===== config.mk =====
export PLATFORM = sky130hd
export DESIGN_NAME = regfile_write_arbiter_flat
export DESIGN_NICKNAME = d
export VERILOG_FILES = /design/src/rtl/regfile_write_arbiter_if.sv /design/src/rtl/regfile_write_arbiter.sv /design/src/flat_wrapper.sv
export SDC_FILE = /design/constraint.sdc
export NUM_CORES = 1
export LEC_CHECK = 0
export ABC_CLOCK_PERIOD_IN_PS = 2440
export CAP_MARGIN = 20
export CORE_ASPECT_RATIO = 1.2
export CORE_MARGIN = 3
export CORE_UTILIZATION = 38
export DETAILED_ROUTE_END_ITERATION = 12
export GPL_TIMING_DRIVEN = 1
export PLACE_DENSITY = 0.9
export SLEW_MARGIN = 20
export SYNTH_ARGS = -nofsm -noshare
export SYNTH_HDL_FRONTEND = slang
export SYNTH_SLANG_ARGS = --single-unit

===== constraint.sdc =====
create_clock -name CLK -period 2.44 [get_ports CLK]
set_input_delay 0.244 -clock CLK [delete_from_list [all_inputs] [get_ports CLK]]
set_output_delay 0.244 -clock CLK [all_outputs]
set_load 0.02 [all_outputs]

===== src/rtl/regfile_write_arbiter_if.sv =====
// Write-port bundle shared by the three writeback sources, the arbiter and the
// register file / WriteDecoder pair.
interface regfile_write_arbiter_if #(
    parameter int DATA_WIDTH = 16,
    parameter int ADDR_WIDTH = 4,
    parameter int CNT_WIDTH  = 8
);
    logic                  hold;
    logic [2:0]            req;
    logic [ADDR_WIDTH-1:0] rd0;
    logic [ADDR_WIDTH-1:0] rd1;
    logic [ADDR_WIDTH-1:0] rd2;
    logic [DATA_WIDTH-1:0] data0;
    logic [DATA_WIDTH-1:0] data1;
    logic [DATA_WIDTH-1:0] data2;
    logic [2:0]            gnt;
    logic                  busy;
    logic                  WrEn;
    logic [ADDR_WIDTH-1:0] RD;
    logic [DATA_WIDTH-1:0] WrData;
    logic [CNT_WIDTH-1:0]  wr_count;

    // Sources and register-file side.
    modport master (
        output hold, req, rd0, rd1, rd2, data0, data1, data2,
        input  gnt, busy, WrEn, RD, WrData, wr_count
    );

    // Arbiter side.
    modport slave (
        input  hold, req, rd0, rd1, rd2, data0, data1, data2,
        output gnt, busy, WrEn, RD, WrData, wr_count
    );
endinterface


===== src/rtl/regfile_write_arbiter.sv =====
// Round-robin arbiter sharing the register-file write port among ALU (0),
// load (1) and link (2) writeback sources; write port outputs are registered.
//
//   ptr | meaning
//   ----+--------------------------------------------
//    0  | source 0 has highest priority (then 1, 2)
//    1  | source 1 has highest priority (then 2, 0)
//    2  | source 2 has highest priority (then 0, 1)
//    3  | illegal (upset / bad init), behaves as 0
module regfile_write_arbiter #(
    parameter int DATA_WIDTH = 16,
    parameter int ADDR_WIDTH = 4,
    parameter int CNT_WIDTH  = 8
) (
    input  logic                   CLK,
    input  logic                   Reset,
    regfile_write_arbiter_if.slave bus
);

    logic [1:0]            ptr;
    logic [1:0]            ptr_eff;
    logic [1:0]            gnt_idx;
    logic                  gnt_any;
    logic [2:0]            gnt_c;

    logic                  wr_en_q;
    logic [ADDR_WIDTH-1:0] rd_q;
    logic [DATA_WIDTH-1:0] wr_data_q;
    logic [CNT_WIDTH-1:0]  wr_count_q;

    assign ptr_eff = (ptr == 2'd3) ? 2'd0 : ptr;

    // First requester found in rotating order starting at ptr wins.
    always_comb begin
        gnt_idx = 2'd0;
        gnt_any = 1'b0;
        if (!Reset && !bus.hold) begin
            case (ptr_eff)
                2'd1: begin
                    if (bus.req[1]) begin
                        gnt_idx = 2'd1; gnt_any = 1'b1;
                    end else if (bus.req[2]) begin
                        gnt_idx = 2'd2; gnt_any = 1'b1;
                    end else if (bus.req[0]) begin
                        gnt_idx = 2'd0; gnt_any = 1'b1;
                    end
                end
                2'd2: begin
                    if (bus.req[2]) begin
                        gnt_idx = 2'd2; gnt_any = 1'b1;
                    end else if (bus.req[0]) begin
                        gnt_idx = 2'd0; gnt_any = 1'b1;
                    end else if (bus.req[1]) begin
                        gnt_idx = 2'd1; gnt_any = 1'b1;
                    end
                end
                default: begin
                    if (bus.req[0]) begin
                        gnt_idx = 2'd0; gnt_any = 1'b1;
                    end else if (bus.req[1]) begin
                        gnt_idx = 2'd1; gnt_any = 1'b1;
                    end else if (bus.req[2]) begin
                        gnt_idx = 2'd2; gnt_any = 1'b1;
                    end
                end
            endcase
        end
    end

    always_comb begin
        gnt_c = 3'b000;
        if (gnt_any) begin
            gnt_c = 3'b001 << gnt_idx;
        end
    end

    always_ff @(posedge CLK or posedge Reset) begin
        if (Reset) begin
            ptr        <= 2'd0;
            wr_en_q    <= 1'b0;
            rd_q       <= '0;
            wr_data_q  <= '0;
            wr_count_q <= '0;
        end else if (gnt_any) begin
            wr_en_q    <= 1'b1;
            wr_count_q <= wr_count_q + CNT_WIDTH'(1);
            ptr        <= (gnt_idx == 2'd2) ? 2'd0 : gnt_idx + 2'd1;
            case (gnt_idx)
                2'd1: begin
                    rd_q      <= bus.rd1;
                    wr_data_q <= bus.data1;
                end
                2'd2: begin
                    rd_q      <= bus.rd2;
                    wr_data_q <= bus.data2;
                end
                default: begin
                    rd_q      <= bus.rd0;
                    wr_data_q <= bus.data0;
                end
            endcase
        end else begin
            wr_en_q <= 1'b0;
        end
    end

    assign bus.gnt      = gnt_c;
    assign bus.busy     = (|bus.req) & ~bus.hold;
    assign bus.WrEn     = wr_en_q;
    assign bus.RD       = rd_q;
    assign bus.WrData   = wr_data_q;
    assign bus.wr_count = wr_count_q;

endmodule


===== src/flat_wrapper.sv =====
// flat-port wrapper written by rule: the top's interface ports become plain ports
module regfile_write_arbiter_flat 
#(
    parameter int DATA_WIDTH = 16,
    parameter int ADDR_WIDTH = 4,
    parameter int CNT_WIDTH  = 8
)
  (CLK, Reset, bus_hold, bus_req, bus_rd0, bus_rd1, bus_rd2, bus_data0, bus_data1, bus_data2, bus_gnt, bus_busy, bus_WrEn, bus_RD, bus_WrData, bus_wr_count);
  regfile_write_arbiter_if #(.DATA_WIDTH(DATA_WIDTH), .ADDR_WIDTH(ADDR_WIDTH), .CNT_WIDTH(CNT_WIDTH)) bus_i ();
  input  logic CLK;
  input  logic Reset;
  input wire logic [$bits(bus_i.hold)-1:0] bus_hold;
  input wire logic [$bits(bus_i.req)-1:0] bus_req;
  input wire logic [$bits(bus_i.rd0)-1:0] bus_rd0;
  input wire logic [$bits(bus_i.rd1)-1:0] bus_rd1;
  input wire logic [$bits(bus_i.rd2)-1:0] bus_rd2;
  input wire logic [$bits(bus_i.data0)-1:0] bus_data0;
  input wire logic [$bits(bus_i.data1)-1:0] bus_data1;
  input wire logic [$bits(bus_i.data2)-1:0] bus_data2;
  output wire logic [$bits(bus_i.gnt)-1:0] bus_gnt;
  output wire logic [$bits(bus_i.busy)-1:0] bus_busy;
  output wire logic [$bits(bus_i.WrEn)-1:0] bus_WrEn;
  output wire logic [$bits(bus_i.RD)-1:0] bus_RD;
  output wire logic [$bits(bus_i.WrData)-1:0] bus_WrData;
  output wire logic [$bits(bus_i.wr_count)-1:0] bus_wr_count;
  assign bus_i.hold = bus_hold;
  assign bus_i.req = bus_req;
  assign bus_i.rd0 = bus_rd0;
  assign bus_i.rd1 = bus_rd1;
  assign bus_i.rd2 = bus_rd2;
  assign bus_i.data0 = bus_data0;
  assign bus_i.data1 = bus_data1;
  assign bus_i.data2 = bus_data2;
  assign bus_gnt = bus_i.gnt;
  assign bus_busy = bus_i.busy;
  assign bus_WrEn = bus_i.WrEn;
  assign bus_RD = bus_i.RD;
  assign bus_WrData = bus_i.WrData;
  assign bus_wr_count = bus_i.wr_count;
  regfile_write_arbiter #(.DATA_WIDTH(DATA_WIDTH), .ADDR_WIDTH(ADDR_WIDTH), .CNT_WIDTH(CNT_WIDTH)) u_core (.CLK(CLK), .Reset(Reset), .bus(bus_i));
endmodule

==> summary.md, run 1 <==
| Metric | Value |
|---|---|
| Status | `complete, no violations` |
| Cells on worst reg2reg path | `13` |
| Die area | `5480 sq um` |
| R2R Path Start | `u_core.ptr[0]` |
| Number of flops mapped to enable cells by yosys | `0` |
| Final wirelength | `5.07 mm` |
| Dpl ws | `-0.126 ns` |
| Row Count | `26` |
| Multi-input logic area | `941 sq um` |
| Count of hold-fix buffers inserted at cts | `0` |
| Count leader, synth | `dfrtp_1` |
| Reg clk slew, reported paths | `0.07 ns` |
| Worst hold path class | `in2async` |
| Pwr/cell area | `975 nW/um^2` |
| Crit path time final | `2.39 ns` |
| Static Leak | `1.25 nW` |
| FF+latch area | `776 sq um` |
| Clock Sinks | `31` |
| Placer's final routability congestion estimate | `0.901` |
| CTS max path bufs | `2` |
| Register bit count reported by yosys | `31` |
| Startpoint Class | `flip-flop` |
| Layout area overhead | `70.5%` |
| Hold Vio Cnt, Final | `0` |
| Final Skew | `0.00280 ns` |
| Share of async-settable or async-resettable flops after synthesis | `1.00` |
| Mapped Avg Cell Area | `8.79 sq um` |
| Synth top area share | `0.441` |
| Area contributors post-synth | `dfrtp_1 (44%), a22oi_1 (8.5%), a21oi_1 (6.3%), nand2_1 (5.8%), ha_1 (5.7%)` |
| Final core occ | `0.687` |
| Synth Cell Area | `1760 sq um` |
| Fin Setup TNS | `0 ns` |
| Total track usage | `0.190` |
| Post-route ant nets | `0` |
| Area after DPL | `2800 sq um` |
| Crit path launch | `u_core.ptr[1]` |
| Initial antenna violation count | `0` |
| DR iter-0 viols | `81` |
| DPL Wire Length | `3.84 mm` |
| CTS root buffer | `clkbuf_8` |
| Drt first pass iters | `4` |
| Net Count, Synth | `274` |
| Layout Cells excl Fill | `357` |
| Vias per cell | `5.01` |
| Largest net degree at the start of global routing | `45` |
| Worst-skew pair later-pin latency | `0.28 ns` |
| Crit Path Max Fanout | `5` |
| Overflow after GRT | `0` |
| Final period util | `0.978` |
| Layout cell share with drive strength beyond 1 | `0.120` |
| Synth Warn # | `0` |
| Slew of the pin with the lowest slew margin | `0.540 ns` |
| RR Endpoint | `u_core.bus.WrData[0]` |
| Post-synth cell types | `29` |
| VDD IR max | `0.551 mV` |
| TritonCTS clock tree | `built` |
| Vias | `1,790` |
| Required @ worst endpoint | `2.20 ns` |
| CTS H-Tree Depth | `2` |
| Total power | `2.92 mW` |
| DRC violations left | `0` |
| Mapped Cells | `200` |
| Final Setup Violations | `0` |
| Hold slack | `0.393 ns` |
| Vias in the first global route | `1,840` |
| Num CTS Buffers | `5` |
| Starting Density | `0.403` |
| Core ar. | `4360 sq um` |
| Largest area contributor in the netlist | `dfrtp_1` |
| WS Path Type | `reg2out` |
| Max-slew headroom | `0.640` |
| N_diodes | `0` |
| RSZ-0062 raised after global routing | `true` |
| Ports | `99` |
| # Max-Cap Violations | `0` |
| DP Cell Count | `347` |
| R2R setup slack | `0.11 ns` |
| Worst setup EP type | `output port` |
| Worst setup margin | `0.0549 ns` |
| Global-route wire length before repair | `7.93 mm` |
| Die X | `68.1 um` |
| Nets | `374` |
| Commonest cells post-synth | `dfrtp_1 (31), nand2_1 (27), a21oi_1 (22), nor2_1 (22), a22oi_1 (20)` |
| Number of I/O port buffers | `98` |
| Max Clock Freq | `419 MHz` |
| Fillers | `363` |
| Max Slew Vio Count | `0` |
| Wire per inst | `14.2 um` |
| CP Capture Point | `bus_gnt[2]` |
| Crit path DAT | `2.14 ns` |
| Top FF cell, synth | `dfrtp_1` |
| Die Y | `80.5 um` |
| Register area share after synthesis | `0.441` |
| Design area | `3000 sq um` |
## flip-flops by register name, summed over array words and instances (netlist names)
register,cells
u_core.bus.WrData,16
u_core.ptr,2
u_core.bus.WrEn,1
u_core.bus.RD,4
u_core.bus.wr_count,8
## cell families after synthesis
group	count (synthesis)	share of synthesized area
AND/OR/NAND/NOR	68	0.186
AO/OA/AOI/OAI	66	0.218
flip-flops	31	0.441
buffers and inverters	20	0.0584
adder cells (fa/ha/maj)	8	0.0569
XOR/XNOR	7	0.0391
## layout make-up
type,instances,area share
Timing Repair Buffer,107,0.356
Multi-Input combinational cell,149,0.314
Sequential cell,31,0.259
Clock buffer,6,0.0276
Tap cell,56,0.0234
Clock inverter,2,0.0117
Inverter,6,0.00877
## critical path: stages (launching register included)
cell and delay (ns):
dfrtp_1 0.41, ha_4 0.30, or2b_1 0.24, a21oi_2 0.14
o211ai_1 0.17, buf_4 0.19, inv_4 0.05, ha_4 0.13
and2_4 0.13, buf_6 0.11
## cell usage in the layout (no fill, tap or decap), types with 3 or more instances in the layout
cell type / netlist / layout
a21oi_1: 22 / 21
a22oi_1: 20 / 19
buf_4: 0 / 7
clkbuf_8: 0 / 6
clkdlybuf4s50_1: 0 / 95
dfrtp_1: 31 / 31
ha_1: 8 / 4
ha_4: 0 / 3
inv_1: 5 / 3
nand2_1: 27 / 27
nand3_1: 3 / 3
nor2_1: 22 / 22
o21ai_0: 15 / 14
o21ai_1: 8 / 9
xnor2_1: 4 / 4
## how the worst min path moves through the flow
stage,start,endpoint,slack [ns],cells past startpoint
2_1_floorplan,Reset,u_core.bus.RD[0],0.35,1
3_3_place_gp,u_core.bus.wr_count[7],u_core.bus.wr_count[7],0.46,1
3_5_place_dp,u_core.bus.WrData[10],u_core.bus.WrData[10],0.47,2
4_1_cts,Reset,u_core.bus.WrData[5],0.40,2
5_1_grt,Reset,u_core.bus.WrData[5],0.44,2
6_report,Reset,u_core.bus.WrData[5],0.39,2
## timing repair
action,4_1_cts,5_1_grt
gates resized for setup,11,21
gates cloned,0,0
setup endpoints to repair,7,23
pin swaps,3,3
setup buffers,3,0
## routing by layer
| metal | GRT usage | share of wire | vias to the layer above | wire, um |
|---|---|---|---|---|
| li1 | - | - | 899 | - |
| met1 | 0.188 | 0.38 | 815 | 1930 |
| met2 | 0.368 | 0.53 | 69 | 2670 |
| met3 | 0.0629 | 0.081 | 7 | 409 |
| met4 | 0.0437 | 0.011 | 0 | 58 |
| met5 | 0 | 0 | - | 0 |
## power breakdown
group	leakage, nW	total, mW	switching, mW	internal [mW]
combinational	0.793	1.50	0.759	0.745
sequential	0.391	0.898	0.156	0.742
clock	0.0612	0.520	0.190	0.330
No activity file was read; power rests on OpenSTA's default activity.
==> run 2: changes to the inputs <==
- CTS_CLUSTER_SIZE: not set -> 25
==> results of run 2 <==
No change in the layout: final DEF, timing and power equal those of run 1.
